--- src/rtl/hba_gpio_ext_pkg.sv ---
// Shared definitions for the HBA GPIO peripheral: register map and bus FSM states.
package hba_gpio_ext_pkg;

  localparam int unsigned REG_PINS = 0;
  localparam int unsigned REG_OUT  = 1;
  localparam int unsigned REG_DIR  = 2;
  localparam int unsigned REG_IE   = 3;
  localparam int unsigned REG_RISE = 4;
  localparam int unsigned REG_FALL = 5;
  localparam int unsigned REG_STAT = 6;

  typedef enum logic [1:0] {
    BUS_IDLE  = 2'd0,
    BUS_READ  = 2'd1,
    BUS_WRITE = 2'd2,
    BUS_WAIT  = 2'd3
  } bus_state_e;

endpackage

--- src/rtl/hba_sync_edge.sv ---
// Multi-stage input synchroniser with a one-cycle history register for
// per-bit rising/falling edge pulses.
module hba_sync_edge #(
  parameter int WIDTH  = 8,
  parameter int STAGES = 2
) (
  input  logic             hba_clk,
  input  logic             hba_reset,
  input  logic [WIDTH-1:0] async_in,
  output logic [WIDTH-1:0] sync_out,
  output logic [WIDTH-1:0] rise,
  output logic [WIDTH-1:0] fall
);

  logic [WIDTH-1:0] chain_reg [STAGES];
  logic [WIDTH-1:0] prev_reg;

  always_ff @(posedge hba_clk or posedge hba_reset) begin
    if (hba_reset) begin
      for (int s = 0; s < STAGES; s++) begin
        chain_reg[s] <= '0;
      end
      prev_reg <= '0;
    end else begin
      chain_reg[0] <= async_in;
      for (int s = 1; s < STAGES; s++) begin
        chain_reg[s] <= chain_reg[s-1];
      end
      // History always follows the synchronised value, so it never holds stale data
      prev_reg <= sync_out;
    end
  end

  assign sync_out = chain_reg[STAGES-1];

  generate
    for (genvar gi = 0; gi < WIDTH; gi++) begin : g_edge
      assign rise[gi] = sync_out[gi] & ~prev_reg[gi];
      assign fall[gi] = ~sync_out[gi] & prev_reg[gi];
    end
  endgenerate

endmodule

--- src/rtl/hba_gpio_ext.sv ---
// HBA slave GPIO peripheral: address decode, bus handshake FSM, pin register file,
// sticky edge-status flags and registered interrupt output.
module hba_gpio_ext #(
  parameter int DBUS_WIDTH        = 8,
  parameter int PERIPH_ADDR_WIDTH = 4,
  parameter int REG_ADDR_WIDTH    = 8,
  parameter int ADDR_WIDTH        = PERIPH_ADDR_WIDTH + REG_ADDR_WIDTH,
  parameter int PERIPH_ADDR       = 0,
  parameter int NUM_PINS          = 8,
  parameter int SYNC_STAGES       = 2
) (
  input  logic                  hba_clk,
  input  logic                  hba_reset,
  input  logic                  hba_rnw,
  input  logic                  hba_select,
  input  logic [ADDR_WIDTH-1:0] hba_abus,
  input  logic [DBUS_WIDTH-1:0] hba_dbus,
  output logic [DBUS_WIDTH-1:0] gpio_dbus,
  output logic                  gpio_xferack,
  output logic                  gpio_interrupt,
  output logic [NUM_PINS-1:0]   gpio_out_en,
  output logic [NUM_PINS-1:0]   gpio_out_sig,
  input  logic [NUM_PINS-1:0]   gpio_in_sig
);

  import hba_gpio_ext_pkg::*;

  generate
    if (NUM_PINS < 1 || NUM_PINS > DBUS_WIDTH) begin : g_bad_num_pins
      $error("hba_gpio_ext: NUM_PINS must be in 1..DBUS_WIDTH");
    end
    if (SYNC_STAGES < 2) begin : g_bad_sync_stages
      $error("hba_gpio_ext: SYNC_STAGES must be at least 2");
    end
  endgenerate

  localparam logic [REG_ADDR_WIDTH-1:0] A_PINS = REG_ADDR_WIDTH'(REG_PINS);
  localparam logic [REG_ADDR_WIDTH-1:0] A_OUT  = REG_ADDR_WIDTH'(REG_OUT);
  localparam logic [REG_ADDR_WIDTH-1:0] A_DIR  = REG_ADDR_WIDTH'(REG_DIR);
  localparam logic [REG_ADDR_WIDTH-1:0] A_IE   = REG_ADDR_WIDTH'(REG_IE);
  localparam logic [REG_ADDR_WIDTH-1:0] A_RISE = REG_ADDR_WIDTH'(REG_RISE);
  localparam logic [REG_ADDR_WIDTH-1:0] A_FALL = REG_ADDR_WIDTH'(REG_FALL);
  localparam logic [REG_ADDR_WIDTH-1:0] A_STAT = REG_ADDR_WIDTH'(REG_STAT);

  logic [PERIPH_ADDR_WIDTH-1:0] periph_sel;
  logic [REG_ADDR_WIDTH-1:0]    reg_sel;
  logic                         addr_decode_hit;
  logic                         addr_hit_reg;

  bus_state_e                   state_reg, state_next;
  logic                         xferack_reg, xferack_next;
  logic [DBUS_WIDTH-1:0]        dbus_reg, dbus_next;
  logic                         wr_en;

  logic [NUM_PINS-1:0] out_reg, dir_reg, ie_reg, rise_en_reg, fall_en_reg, stat_reg;
  logic [NUM_PINS-1:0] stat_next, stat_set, stat_clr;
  logic                irq_reg;

  logic [NUM_PINS-1:0] wdata;
  logic [NUM_PINS-1:0] rd_pins;
  logic [NUM_PINS-1:0] pins_value;
  logic [DBUS_WIDTH-1:0] read_data;

  logic [NUM_PINS-1:0] sync_in, pin_rise, pin_fall;

  hba_sync_edge #(
    .WIDTH  (NUM_PINS),
    .STAGES (SYNC_STAGES)
  ) u_sync_edge (
    .hba_clk   (hba_clk),
    .hba_reset (hba_reset),
    .async_in  (gpio_in_sig),
    .sync_out  (sync_in),
    .rise      (pin_rise),
    .fall      (pin_fall)
  );

  assign periph_sel      = hba_abus[ADDR_WIDTH-1:REG_ADDR_WIDTH];
  assign reg_sel         = hba_abus[REG_ADDR_WIDTH-1:0];
  assign addr_decode_hit = (periph_sel == PERIPH_ADDR_WIDTH'(PERIPH_ADDR));
  assign wdata           = hba_dbus[NUM_PINS-1:0];

  // Masking with the ack stops a held select from re-launching the transfer
  always_ff @(posedge hba_clk or posedge hba_reset) begin
    if (hba_reset) begin
      addr_hit_reg <= 1'b0;
      state_reg    <= BUS_IDLE;
      xferack_reg  <= 1'b0;
      dbus_reg     <= '0;
    end else begin
      addr_hit_reg <= addr_decode_hit & hba_select & ~xferack_reg;
      state_reg    <= state_next;
      xferack_reg  <= xferack_next;
      dbus_reg     <= dbus_next;
    end
  end

  always_comb begin
    state_next   = state_reg;
    xferack_next = 1'b0;
    dbus_next    = '0;
    wr_en        = 1'b0;
    case (state_reg)
      BUS_IDLE: begin
        if (addr_hit_reg) begin
          state_next = hba_rnw ? BUS_READ : BUS_WRITE;
        end
      end
      BUS_READ: begin
        xferack_next = 1'b1;
        dbus_next    = read_data;
        state_next   = BUS_WAIT;
      end
      BUS_WRITE: begin
        xferack_next = 1'b1;
        wr_en        = 1'b1;
        state_next   = BUS_WAIT;
      end
      BUS_WAIT: begin
        state_next = BUS_IDLE;
      end
      default: begin
        state_next = BUS_IDLE;
      end
    endcase
  end

  assign pins_value = (dir_reg & out_reg) | (~dir_reg & sync_in);

  always_comb begin
    rd_pins = '0;
    case (reg_sel)
      A_PINS:  rd_pins = pins_value;
      A_OUT:   rd_pins = out_reg;
      A_DIR:   rd_pins = dir_reg;
      A_IE:    rd_pins = ie_reg;
      A_RISE:  rd_pins = rise_en_reg;
      A_FALL:  rd_pins = fall_en_reg;
      A_STAT:  rd_pins = stat_reg;
      default: rd_pins = '0;
    endcase
    read_data = '0;
    read_data[NUM_PINS-1:0] = rd_pins;
  end

  // Output pins never raise a flag; a newly set flag beats a same-cycle clear
  assign stat_set  = ((pin_rise & rise_en_reg) | (pin_fall & fall_en_reg)) & ~dir_reg;
  assign stat_clr  = (wr_en && reg_sel == A_STAT) ? wdata : '0;
  assign stat_next = (stat_reg & ~stat_clr) | stat_set;

  always_ff @(posedge hba_clk or posedge hba_reset) begin
    if (hba_reset) begin
      out_reg     <= '0;
      dir_reg     <= '0;
      ie_reg      <= '0;
      rise_en_reg <= '0;
      fall_en_reg <= '0;
      stat_reg    <= '0;
      irq_reg     <= 1'b0;
    end else begin
      if (wr_en) begin
        case (reg_sel)
          A_PINS, A_OUT: out_reg     <= wdata;
          A_DIR:         dir_reg     <= wdata;
          A_IE:          ie_reg      <= wdata;
          A_RISE:        rise_en_reg <= wdata;
          A_FALL:        fall_en_reg <= wdata;
          default:       ;
        endcase
      end
      stat_reg <= stat_next;
      irq_reg  <= |(stat_reg & ie_reg);
    end
  end

  assign gpio_dbus      = dbus_reg;
  assign gpio_xferack   = xferack_reg;
  assign gpio_interrupt = irq_reg;
  assign gpio_out_en    = dir_reg;
  assign gpio_out_sig   = out_reg;

endmodule
--- config.mk ---
export PLATFORM = sky130hd
export DESIGN_NAME = hba_gpio_ext
export DESIGN_NICKNAME = d
export VERILOG_FILES = /design/src/rtl/hba_gpio_ext_pkg.sv /design/src/rtl/hba_sync_edge.sv /design/src/rtl/hba_gpio_ext.sv
export SDC_FILE = /design/constraint.sdc
export NUM_CORES = 1
export LEC_CHECK = 0
export CAP_MARGIN = 20
export CORE_MARGIN = 1.5
export CORE_UTILIZATION = 55
export DETAILED_ROUTE_END_ITERATION = 16
export DONT_BUFFER_PORTS = 1
export PLACE_DENSITY = 0.7
export REMOVE_ABC_BUFFERS = 1
export SETUP_SLACK_MARGIN = 0.1
export SYNTH_ARGS = -nofsm -noshare
export SYNTH_HDL_FRONTEND = slang
export SYNTH_SLANG_ARGS = --single-unit
--- constraint.sdc ---
create_clock -name hba_clk -period 6.5 [get_ports hba_clk]
set_clock_uncertainty 0.1 [all_clocks]
set_input_delay 1.625 -clock hba_clk [delete_from_list [all_inputs] [get_ports hba_clk]]
set_output_delay 1.625 -clock hba_clk [all_outputs]
set_load 0.02 [all_outputs]
==> key figures <==
Timing
  • Worst slew margin: 41.76%
  • Endpoints failing hold: 0
  • Number of endpoints failing setup at the final stage: 0
  • Post-layout min period: 3.629 ns
  • Worst hold margin: about 0.24 ns
  • Setup repair after global routing missed its margin: no
  • Maximum achievable frequency: 275.6 MHz
  • Sum of negative setup slack: 0 ns
  • Final-report max-slew violation count: 0
  • Part of the cycle the worst path needs: between 50% and 60%
  • Worst Max-Slew Pin Slew: between 0.8 and 0.9 ns

Yosys
  • Largest family of logic cells by synthesized area: multiplexers
  • Post-Synthesis Cells: between 200 and 300
  • Async set or reset register ratio after synthesis: 100.0%
  • Synthesized-area fraction occupied by adder cells: 1.356%
  • Xor and xnor area share after synthesis: 0%
  • Count of unique library cells instantiated by Yosys: 39
  • Number of flops mapped to enable cells by yosys: 0
  • Area fraction in compound gates after synthesis: 10.71%
  • Mean Syn Cell Area: roughly 13 sq um
  • Synth Register Bits: 85
  • Post-synth design cell area: approximately 3700 sq um
  • Area fraction in and, or, nand and nor cells after synthesis: approximately a tenth
  • Synth Flop Type: sky130_fd_sc_hd__dfrtp_1
  • Seq/Total Area, Yosys: ~58%
  • Count of synthesis-stage warnings from yosys: 0
  • Multiplexer share of the synthesized area: 17.69%

Floorplan
  • Core region area: ~6400 sq um
  • Die W: ~85 microns
  • Number of rows in the core area: 29
  • Floorplan die height: 84.92 microns
  • Number of top-level design ports: 58
  • Effective utilization at floorplan: around 57%
  • Die Outline Area: 7211 sq um

Critical path
  • Max Fanout on Critical Path: 8
  • Required time at the worst-slack endpoint: 6.64 ns
  • Worst reg2reg path depth: 5
  • WP data arrival: ~3.8 ns
  • Type of the worst setup path: input port to flop
  • Type of element launching the critical path: input port
  • Nature of the critical path endpoint: flop

Routing
  • Number of routed nets with antenna violations: 0
  • DRT Pass-1 Iters: 10
  • Iter 0 DRT Violations: 91
  • Number of vias after detailed routing: about 2300
  • Routed wire length: 7.758 mm
  • WL per Instance: 20.58 microns
  • Residual DRC: 5
  • Vias per Instance: 6.159

Clock network
  • Quantity of hold-fixing buffers added after cts: 0
  • Sinks on the clock net: between 80 and 90
  • Register clock-pin slew on the reported worst setup and hold paths: 0.09 ns
  • Buffer levels on the longest clock path: 2
  • Number of gates resized after cts: 0
  • Number of buffers inserted during clock tree synthesis: 9
  • CTS tree: done
  • H-Tree Depth: 3
  • Skew-Pair Late Insertion Delay: about 0.36 ns
  • Root buffer selected by CTS: sky130_fd_sc_hd__clkbuf_8
  • Post-CTS setup-driven buffer insertion count: 0

GRT
  • First-pass GRT wire length: 12.49 mm
  • Grt ovf: 0
  • Initial antenna violation count: 0
  • Number of global-route vias before repair: 2315
  • Maximum number of pins on one net before global-route repair: 64
  • All-Layer GR Usage: 22.97%

Pwr
  • P per Cell Area: 301.5 nW/um^2
  • Leak Pwr: 1.885 nW
  • VDD IR max: 205.4 uV

Final layout
  • Most frequent standard cell in the layout excluding fill and tap cells: sky130_fd_sc_hd__dfrtp_1
  • Count of inserted antenna diode cells: 0
  • Utilization after layout: 62.52%
  • Final #Nets: 331
  • Ratio of cells with drive above 1 in the final layout: around 23%
  • Commonest non-fill, non-tap cells in the layout: sky130_fd_sc_hd__dfrtp_1, sky130_fd_sc_hd__mux2_2, sky130_fd_sc_hd__nand2_1, sky130_fd_sc_hd__mux2i_1, sky130_fd_sc_hd__nor2_1
  • Area Overhead vs Synth: 8.780%

Hold path
  • Worst Hold Depth: 0
  • Tightest Hold Check Type: flop to flop

Outcome
  • Failing checks: DRC
  • Outcome: complete, but fails checks

Place
  • Post-DP HPWL: 5.142 mm
  • Gpl congestion: ~0.8
  • Number of input and output port buffers inserted: 0

Flow run
  • Max Cap Violations: 0
[cells by family after synthesis]
kind of cell | Yosys count
and+or+nand+nor | 68
AOI/OAI and AO/OA | 53
adders and majority gates | 4
DFF | 85
buffers and inverters | 21
muxes | 60
[through the flow]
step / power [mW] / std cells / setup slack [ns] / instance area [sq um]
after floorplan: 0.7274 / 282 / 2.582 / 3649
after global routing: 1.258 / 377 / 2.791 / 4015
final: 1.210 / 377 / 2.871 / 4015
after CTS: 1.220 / 377 / 2.871 / 4015
after detailed placement: 0.7645 / 361 / 2.513 / 3767
after global placement: 0.7590 / 360 / 2.514 / 3760
[cell usage after synthesis, types with 2 or more instances]
cell | count | area [sq um]
sky130_fd_sc_hd__a31oi_1 | 10 | 62.56
sky130_fd_sc_hd__a221oi_1 | 3 | 26.28
sky130_fd_sc_hd__nand2b_1 | 2 | 12.51
sky130_fd_sc_hd__o211ai_1 | 5 | 37.54
sky130_fd_sc_hd__buf_1 | 3 | 11.26
sky130_fd_sc_hd__ha_1 | 4 | 50.05
sky130_fd_sc_hd__clkbuf_1 | 4 | 15.01
sky130_fd_sc_hd__mux2i_1 | 18 | 180.2
sky130_fd_sc_hd__inv_1 | 12 | 45.04
sky130_fd_sc_hd__o22ai_1 | 3 | 18.77
sky130_fd_sc_hd__or4b_2 | 2 | 20.02
sky130_fd_sc_hd__dfrtp_1 | 85 | 2127
sky130_fd_sc_hd__or4_1 | 2 | 15.01
sky130_fd_sc_hd__o211a_1 | 5 | 50.05
sky130_fd_sc_hd__nor4b_1 | 2 | 17.52
sky130_fd_sc_hd__a22oi_1 | 4 | 30.03
sky130_fd_sc_hd__nor2_1 | 16 | 60.06
sky130_fd_sc_hd__a211oi_1 | 4 | 30.03
sky130_fd_sc_hd__nor3_4 | 2 | 32.53
sky130_fd_sc_hd__o2bb2ai_1 | 8 | 70.07
sky130_fd_sc_hd__o21ai_0 | 3 | 15.01
sky130_fd_sc_hd__a21oi_1 | 4 | 20.02
sky130_fd_sc_hd__mux2_2 | 42 | 473.0
sky130_fd_sc_hd__o21a_1 | 2 | 15.01
sky130_fd_sc_hd__nand2_1 | 31 | 116.4
sky130_fd_sc_hd__nor2b_1 | 2 | 12.51
[final cells by class]
class	instances	area (sq um)
Clock buffer	11	141.4
Clock inverter	5	106.4
Fill cell	528	2407
Inverter	12	46.29
Multi-Input combinational cell	185	1483
Sequential cell	85	2127
Tap cell	77	96.34
Timing Repair Buffer	2	15.01
[worst paths after layout]
| kind | start | to | slack [ns] |
|---|---|---|---|
| setup / recovery | hba_abus[5] | gpio_out_sig[4] | 2.87 |
| max in group asynchronous | hba_reset | ie_reg[4] | 4.19 |
| hold / removal | u_sync_edge.chain_reg[9] | u_sync_edge.sync_out[1] | 0.24 |
| hold reg to reg | u_sync_edge.chain_reg[9] | u_sync_edge.sync_out[1] | 0.24 |
| setup reg to reg | state_reg[0] | gpio_out_sig[4] | 4.25 |
| min in group asynchronous | hba_reset | u_sync_edge.chain_reg[15] | 1.01 |
[layer usage]
metal | routed length, microns | GRT usage (%) | share of wire (%)
met1 | 3656 | 33.72 | 47
met2 | 3476 | 33.75 | 45
met3 | 506 | 4.475 | 6.5
met4 | 120 | 9.389 | 1.5
met5 | 0 | 0 | 0
[worst max-delay path, cell delays in order]
cell	delay, ns
sky130_fd_sc_hd__or4_1	0.56
sky130_fd_sc_hd__or2_1	0.41
sky130_fd_sc_hd__nor3_2	0.76
sky130_fd_sc_hd__mux2_2	0.41
[power by group]
group	total, mW	internal (mW)	switching (mW)	leakage [nW]
registers	0.626	0.571	0.0546	1.08
logic	0.127	0.0577	0.0688	0.685
clock network	0.458	0.267	0.191	0.120
Note: power is estimated with default switching activity, not from simulation.
